<file path="src/rtl/unified_mem_arbiter_if.sv">
// Bus bundle between the core's fetch/load-store requesters, the arbiter and
// the shared 64-bit synchronous memory port.
//   slave  : arbiter side (takes requests and read data, drives grants,
//            responses, the memory address/write strobe/write data and busy)
//   master : environment side (drives requests and memory read data)
interface unified_mem_arbiter_if #(
    parameter int ADDR_W = 64
);
    logic              i_req;
    logic [ADDR_W-1:0] i_addr;
    logic              i_gnt;
    logic              i_valid;
    logic [31:0]       i_rdata;

    logic              d_req;
    logic              d_wr;
    logic [ADDR_W-1:0] d_addr;
    logic [63:0]       d_wdata;
    logic              d_gnt;
    logic              d_valid;
    logic [63:0]       d_rdata;

    logic [ADDR_W-1:0] mem_addr;
    logic              mem_wr;
    logic [63:0]       mem_wdata;
    logic [63:0]       mem_rdata;

    logic              busy;

    modport slave (
        input  i_req, i_addr, d_req, d_wr, d_addr, d_wdata, mem_rdata,
        output i_gnt, i_valid, i_rdata, d_gnt, d_valid, d_rdata,
               mem_addr, mem_wr, mem_wdata, busy
    );

    modport master (
        output i_req, i_addr, d_req, d_wr, d_addr, d_wdata, mem_rdata,
        input  i_gnt, i_valid, i_rdata, d_gnt, d_valid, d_rdata,
               mem_addr, mem_wr, mem_wdata, busy
    );
endinterface

</file>
<file path="src/rtl/unified_mem_arbiter.sv">
// Round-robin arbiter sharing one fixed-latency 64-bit memory port between
// instruction fetch and data load/store. One access is in flight at a time:
// IDLE (arbitrate, combinational grant) -> ACCESS (MEM_LAT cycles) ->
// RESP (one-cycle valid pulse) -> IDLE.
// Ports:
//   Clk   : rising-edge clock
//   Reset : asynchronous active-high reset
//   bus   : unified_mem_arbiter_if.slave -- fetch request/response,
//           data request/response, memory port and busy flag
module unified_mem_arbiter #(
    parameter int MEM_LAT = 2,
    parameter int ADDR_W  = 64
) (
    input  logic                  Clk,
    input  logic                  Reset,
    unified_mem_arbiter_if.slave  bus
);
    typedef enum logic [1:0] {
        ST_IDLE   = 2'd0,
        ST_ACCESS = 2'd1,
        ST_RESP   = 2'd2
    } state_t;

    localparam logic SEL_INSTR = 1'b0;
    localparam logic SEL_DATA  = 1'b1;

    state_t            state_r;
    logic [3:0]        cnt_r;
    logic              last_r;
    logic              sel_r;
    logic [ADDR_W-1:0] addr_r;
    logic              wr_r;
    logic [63:0]       wdata_r;
    logic              mem_wr_r;
    logic              busy_r;
    logic              i_valid_r;
    logic              d_valid_r;
    logic [31:0]       i_rdata_r;
    logic [63:0]       d_rdata_r;
    logic              i_win_s;
    logic              d_win_s;

    // Winner selection in IDLE: a lone requester wins, a tie goes opposite to last
    always_comb begin
        i_win_s = 1'b0;
        d_win_s = 1'b0;
        if (state_r == ST_IDLE) begin
            if (bus.i_req && bus.d_req) begin
                if (last_r == SEL_DATA) begin
                    i_win_s = 1'b1;
                end else begin
                    d_win_s = 1'b1;
                end
            end else if (bus.i_req) begin
                i_win_s = 1'b1;
            end else if (bus.d_req) begin
                d_win_s = 1'b1;
            end else begin
                i_win_s = 1'b0;
                d_win_s = 1'b0;
            end
        end else begin
            i_win_s = 1'b0;
            d_win_s = 1'b0;
        end
    end

    // Access sequencer: latch winner, count out memory latency, pulse valid
    always_ff @(posedge Clk or posedge Reset) begin
        if (Reset) begin
            state_r   <= ST_IDLE;
            cnt_r     <= 4'd0;
            last_r    <= SEL_INSTR;
            sel_r     <= SEL_INSTR;
            addr_r    <= '0;
            wr_r      <= 1'b0;
            wdata_r   <= 64'd0;
            mem_wr_r  <= 1'b0;
            busy_r    <= 1'b0;
            i_valid_r <= 1'b0;
            d_valid_r <= 1'b0;
            i_rdata_r <= 32'd0;
            d_rdata_r <= 64'd0;
        end else begin
            case (state_r)
                ST_IDLE: begin
                    if (i_win_s || d_win_s) begin
                        sel_r    <= d_win_s;
                        last_r   <= d_win_s;
                        addr_r   <= d_win_s ? bus.d_addr : bus.i_addr;
                        wr_r     <= d_win_s & bus.d_wr;
                        wdata_r  <= d_win_s ? bus.d_wdata : 64'd0;
                        cnt_r    <= 4'(MEM_LAT - 1);
                        // Write strobe is live only for the first ACCESS cycle
                        mem_wr_r <= d_win_s & bus.d_wr;
                        busy_r   <= 1'b1;
                        state_r  <= ST_ACCESS;
                    end else begin
                        state_r  <= ST_IDLE;
                    end
                end
                ST_ACCESS: begin
                    mem_wr_r <= 1'b0;
                    if (cnt_r == 4'd0) begin
                        if (sel_r == SEL_INSTR) begin
                            // Pick the 32-bit instruction half by address bit 2
                            i_rdata_r <= addr_r[2] ? bus.mem_rdata[63:32] : bus.mem_rdata[31:0];
                        end else if (!wr_r) begin
                            d_rdata_r <= bus.mem_rdata;
                        end else begin
                            d_rdata_r <= d_rdata_r;
                        end
                        i_valid_r <= (sel_r == SEL_INSTR);
                        d_valid_r <= (sel_r == SEL_DATA);
                        state_r   <= ST_RESP;
                    end else begin
                        cnt_r <= cnt_r - 4'd1;
                    end
                end
                ST_RESP: begin
                    i_valid_r <= 1'b0;
                    d_valid_r <= 1'b0;
                    busy_r    <= 1'b0;
                    state_r   <= ST_IDLE;
                end
                default: begin
                    mem_wr_r  <= 1'b0;
                    busy_r    <= 1'b0;
                    i_valid_r <= 1'b0;
                    d_valid_r <= 1'b0;
                    state_r   <= ST_IDLE;
                end
            endcase
        end
    end

    assign bus.i_gnt     = i_win_s;
    assign bus.d_gnt     = d_win_s;
    assign bus.i_valid   = i_valid_r;
    assign bus.d_valid   = d_valid_r;
    assign bus.i_rdata   = i_rdata_r;
    assign bus.d_rdata   = d_rdata_r;
    assign bus.mem_addr  = addr_r;
    assign bus.mem_wr    = mem_wr_r;
    assign bus.mem_wdata = wdata_r;
    assign bus.busy      = busy_r;
endmodule

</file>
<file path="src/flat_wrapper.sv">
// flat-port wrapper written by rule: the top's interface ports become plain ports
module unified_mem_arbiter_flat 
#(
    parameter int MEM_LAT = 2,
    parameter int ADDR_W  = 64
)
  (Clk, Reset, bus_i_req, bus_i_addr, bus_d_req, bus_d_wr, bus_d_addr, bus_d_wdata, bus_mem_rdata, bus_i_gnt, bus_i_valid, bus_i_rdata, bus_d_gnt, bus_d_valid, bus_d_rdata, bus_mem_addr, bus_mem_wr, bus_mem_wdata, bus_busy);
  unified_mem_arbiter_if #(.ADDR_W(ADDR_W)) bus_i ();
  input  logic Clk;
  input  logic Reset;
  input wire logic [$bits(bus_i.i_req)-1:0] bus_i_req;
  input wire logic [$bits(bus_i.i_addr)-1:0] bus_i_addr;
  input wire logic [$bits(bus_i.d_req)-1:0] bus_d_req;
  input wire logic [$bits(bus_i.d_wr)-1:0] bus_d_wr;
  input wire logic [$bits(bus_i.d_addr)-1:0] bus_d_addr;
  input wire logic [$bits(bus_i.d_wdata)-1:0] bus_d_wdata;
  input wire logic [$bits(bus_i.mem_rdata)-1:0] bus_mem_rdata;
  output wire logic [$bits(bus_i.i_gnt)-1:0] bus_i_gnt;
  output wire logic [$bits(bus_i.i_valid)-1:0] bus_i_valid;
  output wire logic [$bits(bus_i.i_rdata)-1:0] bus_i_rdata;
  output wire logic [$bits(bus_i.d_gnt)-1:0] bus_d_gnt;
  output wire logic [$bits(bus_i.d_valid)-1:0] bus_d_valid;
  output wire logic [$bits(bus_i.d_rdata)-1:0] bus_d_rdata;
  output wire logic [$bits(bus_i.mem_addr)-1:0] bus_mem_addr;
  output wire logic [$bits(bus_i.mem_wr)-1:0] bus_mem_wr;
  output wire logic [$bits(bus_i.mem_wdata)-1:0] bus_mem_wdata;
  output wire logic [$bits(bus_i.busy)-1:0] bus_busy;
  assign bus_i.i_req = bus_i_req;
  assign bus_i.i_addr = bus_i_addr;
  assign bus_i.d_req = bus_d_req;
  assign bus_i.d_wr = bus_d_wr;
  assign bus_i.d_addr = bus_d_addr;
  assign bus_i.d_wdata = bus_d_wdata;
  assign bus_i.mem_rdata = bus_mem_rdata;
  assign bus_i_gnt = bus_i.i_gnt;
  assign bus_i_valid = bus_i.i_valid;
  assign bus_i_rdata = bus_i.i_rdata;
  assign bus_d_gnt = bus_i.d_gnt;
  assign bus_d_valid = bus_i.d_valid;
  assign bus_d_rdata = bus_i.d_rdata;
  assign bus_mem_addr = bus_i.mem_addr;
  assign bus_mem_wr = bus_i.mem_wr;
  assign bus_mem_wdata = bus_i.mem_wdata;
  assign bus_busy = bus_i.busy;
  unified_mem_arbiter #(.MEM_LAT(MEM_LAT), .ADDR_W(ADDR_W)) u_core (.Clk(Clk), .Reset(Reset), .bus(bus_i));
endmodule
</file>
<file path="config.mk">
export PLATFORM = sky130hd
export DESIGN_NAME = unified_mem_arbiter_flat
export DESIGN_NICKNAME = d
export VERILOG_FILES = /design/src/rtl/unified_mem_arbiter_if.sv /design/src/rtl/unified_mem_arbiter.sv /design/src/flat_wrapper.sv
export SDC_FILE = /design/constraint.sdc
export NUM_CORES = 1
export LEC_CHECK = 0
export ABC_AREA = 1
export CORE_AREA = 5 5 186 188
export CTS_CLUSTER_SIZE = 40
export DETAILED_ROUTE_END_ITERATION = 8
export DIE_AREA = 0 0 191 193
export HOLD_SLACK_MARGIN = 0.06
export PLACE_DENSITY = 0.64
export SLEW_MARGIN = 40
export SYNTH_ARGS = -nofsm -noshare
export SYNTH_HDL_FRONTEND = slang
export SYNTH_SLANG_ARGS = --single-unit
export TNS_END_PERCENT = 50
</file>
<file path="constraint.sdc">
create_clock -name Clk -period 8.5 [get_ports Clk]
set_clock_uncertainty 0.2 [all_clocks]
set_input_delay 1.7 -clock Clk [delete_from_list [all_inputs] [get_ports Clk]]
set_output_delay 1.7 -clock Clk [all_outputs]
set_load 0.02 [all_outputs]
</file>
==> impl_results.rst <==
.. list-table::
   :header-rows: 1

   * - Metric
     - Value
   * - Synthesized instance count
     - ~1,100
   * - Final #Nets
     - 1,829
   * - Post-synthesis cell type count
     - 21
   * - Share of cells above drive strength 1
     - 4.29%
   * - First-pass GRT wire length
     - 55,000 um
   * - Core ar.
     - 32,900 sq um
   * - Cell types with the largest area share after synthesis
     - sky130_fd_sc_hd__dfrtp_1, sky130_fd_sc_hd__nand2_1, sky130_fd_sc_hd__o21ai_0
   * - Largest area contributor in the synthesized netlist
     - sky130_fd_sc_hd__dfrtp_1
   * - Critical path endpoint category
     - output port
   * - Setup bufs post-CTS
     - 0
   * - Largest net degree at the start of global routing
     - approximately 120
   * - Count of max-cap constraint violations
     - 0
   * - Source-to-sink clock delay at the later pin of the worst-skew pair
     - 0.52 ns
   * - Cell area reported after detailed placement
     - around 15,000 sq um
   * - Most used cell along the critical path
     - sky130_fd_sc_hd__clkdlybuf4s50_1
   * - Post-synthesis instance area
     - 9750 sq um
   * - Setup repair after global routing missed its margin
     - no
   * - Synth Net Count
     - between 1,000 and 1,500
   * - Share of the clock period used by the worst path
     - 66.4%
   * - Maximum fanout encountered on the critical timing path
     - 64
   * - Setup Viol. Count Final
     - 0
   * - Inserted Diodes
     - 0
   * - Required time of the critical path
     - around 6.6 ns
   * - Sequential share of the synthesized area
     - 60.6%
   * - Achievable frequency
     - 0.177 GHz
   * - Worst-path cell chain
     - clkdlybuf4s50_1 -> nand2_1 -> nand3_2 -> inv_4 -> clkdlybuf4s50_1
   * - Buffers added on ports
     - between 400 and 500
   * - R2R Path End
     - u_core.bus.mem_addr[63]
   * - Hold/Removal Path Class
     - reg -> reg
   * - Hold Path Sink
     - u_core.bus.mem_wdata[19]
   * - Rel. slew slack
     - roughly half
   * - Core Rows
     - 67
   * - First-iteration detailed-routing DRC count
     - 400
   * - Critical R2R Launch
     - u_core.state_r[1]
   * - Count of nets left with antenna violations after detail routing
     - 0
   * - Worst supply voltage drop on vdd
     - roughly 170 uV
   * - Worst-case clock buffer depth
     - 3
   * - Run status
     - completed
   * - Category of the worst setup path launch point
     - input port
   * - CTS tree
     - built
   * - Die area
     - 36,900 sq um
   * - Average detailed-routed wire length per instance
     - 18.2 um
   * - Total wirelength of the detailed-routed design
     - 36,900 um
   * - Global Route Usage Sum
     - 19.0%
   * - Share of Yosys cell area claimed by the top area cell type
     - about three fifths
   * - Hold violation total from the final report
     - 0
   * - Leakage
     - 7.32 nW
   * - DRC viols
     - 0
   * - Data arrival time of the critical path
     - 3.75 ns
   * - Clk root buf
     - sky130_fd_sc_hd__clkbuf_16
   * - Number of synthesis warnings
     - 0
   * - RePlAce Congestion
     - 0.832
   * - Length of the first detailed-routing pass in iterations
     - 5
   * - Slowest cell on crit path
     - sky130_fd_sc_hd__clkdlybuf4s50_1
   * - Post-CTS Resized
     - 0
   * - Worst-Margin Slew
     - 0.760 ns
   * - Number of buffers added to fix hold violations after cts
     - 0
   * - Area growth from synthesis to layout
     - 63.6%
   * - Antenna violations before repair
     - 3
   * - Clock-pin transition on the worst setup and hold timing paths
     - 0.06 ns
   * - Delay contributed by the slowest stage of the critical path
     - 0.73 ns
   * - Die height
     - slightly below 200 um
   * - Via Count
     - 9,107
   * - Fin Setup TNS
     - 0 ns
   * - Via count of the first global-routing pass
     - 9,159
   * - P per Cell Area
     - 405 nW/um^2
   * - Crit Path Category
     - in -> out
   * - Depth of the worst register-to-register path
     - 6
   * - Fin util
     - 48.4%
   * - Number of synthesized register bits
     - about 240
   * - Total clock sinks
     - about 240
   * - Num ports
     - a little under 500
   * - Number of cells on the worst hold path
     - 2
   * - Overflow left after global routing
     - 0
   * - Placed wire-length estimate
     - between 20,000 and 30,000 um
   * - Worst R2R Setup Slack
     - 5.78 ns
   * - TritonCTS Buffers
     - 26
   * - Startpoint of the most critical hold path
     - u_core.bus.mem_wdata[19]
   * - Cell area after layout
     - 15,900 sq um
   * - Die width
     - 191 um
   * - Number of levels in the clock H-tree
     - 1
   * - Post-DR vias/cell
     - 4.48
   * - Initial Utilization
     - 29.6%
   * - Min Tclk post-route
     - 5.65 ns
   * - Final count of pins violating max slew
     - 0
   * - Average cell area after synthesis
     - 8.83 sq um
-- area by class of cell --
cell class                 count  area [sq um]
fill                        3168         17000
sequential                   236          5910
tap                          448           561
timing repair buffer         500          5030
clock buffer                  36           749
clock inverter                11           180
multi-input combinational    788          3450
inverter                      14          65.1
-- worst max-delay path, delay by kind of cell --
| kind | cells | cell delay, ns |
|---|---|---|
| buffers and inverters | 3 | 1.72 |
| and+or+nand+nor | 2 | 0.32 |
-- worst max-delay path by stage --
stage / startpoint / endpoint / slack, ns / depth (start not counted)
floorplan: Reset / u_core.bus.busy / 0.13 / 1
global placement: bus_i_req / bus_d_gnt / 2.82 / 5
detailed placement: bus_i_req / bus_d_gnt / 2.80 / 5
CTS: bus_i_req / bus_d_gnt / 2.80 / 5
global route: bus_i_req / bus_d_gnt / 2.69 / 5
finish: bus_i_req / bus_d_gnt / 2.85 / 5
-- metrics by stage --
step / worst slack, ns / instances / power (W) / hold WS (ns)
2_1_floorplan: 0.125 / 1104 / 0.00365 / 0.290
3_3_place_gp: 2.82 / 1984 / 0.00524 / 0.254
3_5_place_dp: 2.80 / 1986 / 0.00530 / 0.257
4_1_cts: 2.80 / 2033 / 0.00655 / 0.273
5_1_grt: 2.69 / 2033 / 0.00688 / 0.283
6_report: 2.85 / 2033 / 0.00646 / 0.266
-- state kept, by name (all words and copies together) (netlist names), 2 cells and up --
| register | flops |
|---|---|
| u_core.bus.d_rdata | 64 |
| u_core.bus.i_rdata | 32 |
| u_core.bus.mem_addr | 64 |
| u_core.bus.mem_wdata | 64 |
| u_core.cnt_r | 4 |
| u_core.state_r | 2 |
-- cells by family (layout without fill, tap and decap cells) --
kind of cell / count (synthesis) / after routing / synth area share (%)
DFF: 236 / 236 / 60.6
and+or+nand+nor: 654 / 654 / 26.6
adders and majority gates: 2 / 2 / 0.257
AOI/OAI and AO/OA: 100 / 100 / 5.16
muxes: 32 / 32 / 3.29
buffers and inverters: 80 / 561 / 4.07
-- placed cells by master, fill, tap and decap left out, types with 2 or more instances in the layout --
cell | Yosys | layout
sky130_fd_sc_hd__nand2_1 | 568 | 567
sky130_fd_sc_hd__clkdlybuf4s50_1 | 0 | 490
sky130_fd_sc_hd__dfrtp_1 | 236 | 235
sky130_fd_sc_hd__o21ai_0 | 98 | 98
sky130_fd_sc_hd__nand3_1 | 68 | 67
sky130_fd_sc_hd__mux2i_1 | 32 | 32
sky130_fd_sc_hd__clkbuf_16 | 0 | 27
sky130_fd_sc_hd__inv_1 | 9 | 8
sky130_fd_sc_hd__nor2_1 | 6 | 6
sky130_fd_sc_hd__clkinv_2 | 0 | 6
sky130_fd_sc_hd__buf_4 | 9 | 6
sky130_fd_sc_hd__clkbuf_1 | 17 | 5
sky130_fd_sc_hd__bufinv_16 | 0 | 5
sky130_fd_sc_hd__nand4_1 | 4 | 4
sky130_fd_sc_hd__clkbuf_8 | 0 | 4
sky130_fd_sc_hd__inv_2 | 5 | 3
sky130_fd_sc_hd__nand3_2 | 2 | 3
sky130_fd_sc_hd__nand2_2 | 2 | 3
sky130_fd_sc_hd__inv_4 | 0 | 2
sky130_fd_sc_hd__o22ai_1 | 2 | 2
sky130_fd_sc_hd__ha_1 | 2 | 2
sky130_fd_sc_hd__buf_12 | 0 | 2
-- power breakdown --
| part | internal, W | leakage [nW] | total, W | switching (W) |
|---|---|---|---|---|
| clock network | 0.000765 | 0.462 | 0.00123 | 0.000463 |
| logic | 0.00137 | 3.93 | 0.00324 | 0.00187 |
| registers | 0.00169 | 2.93 | 0.00199 | 0.000306 |
-- synthesized netlist by cell type --
library cell and instances:
sky130_fd_sc_hd__nor3_1 1, sky130_fd_sc_hd__inv_2 5, sky130_fd_sc_hd__o21ai_0 98, sky130_fd_sc_hd__nand3_1 68, sky130_fd_sc_hd__nand2_2 2, sky130_fd_sc_hd__ha_1 2, sky130_fd_sc_hd__nor2_8 1, sky130_fd_sc_hd__nand4_1 4
sky130_fd_sc_hd__nor2_2 1, sky130_fd_sc_hd__dfrtp_1 236, sky130_fd_sc_hd__buf_2 38, sky130_fd_sc_hd__nand2_1 568, sky130_fd_sc_hd__nor2_1 6, sky130_fd_sc_hd__o22ai_1 2, sky130_fd_sc_hd__buf_6 2, sky130_fd_sc_hd__nand3_2 2
sky130_fd_sc_hd__nor2_4 1, sky130_fd_sc_hd__mux2i_1 32, sky130_fd_sc_hd__inv_1 9, sky130_fd_sc_hd__buf_4 9, sky130_fd_sc_hd__clkbuf_1 17
-- per-layer routing --
layer	wire (um)	track usage [%]
met1	13900	22.7
met2	17800	32.1
met3	3980	7.18
met4	1230	5.88
met5	46	0
No activity file was read; power rests on OpenSTA's default activity.
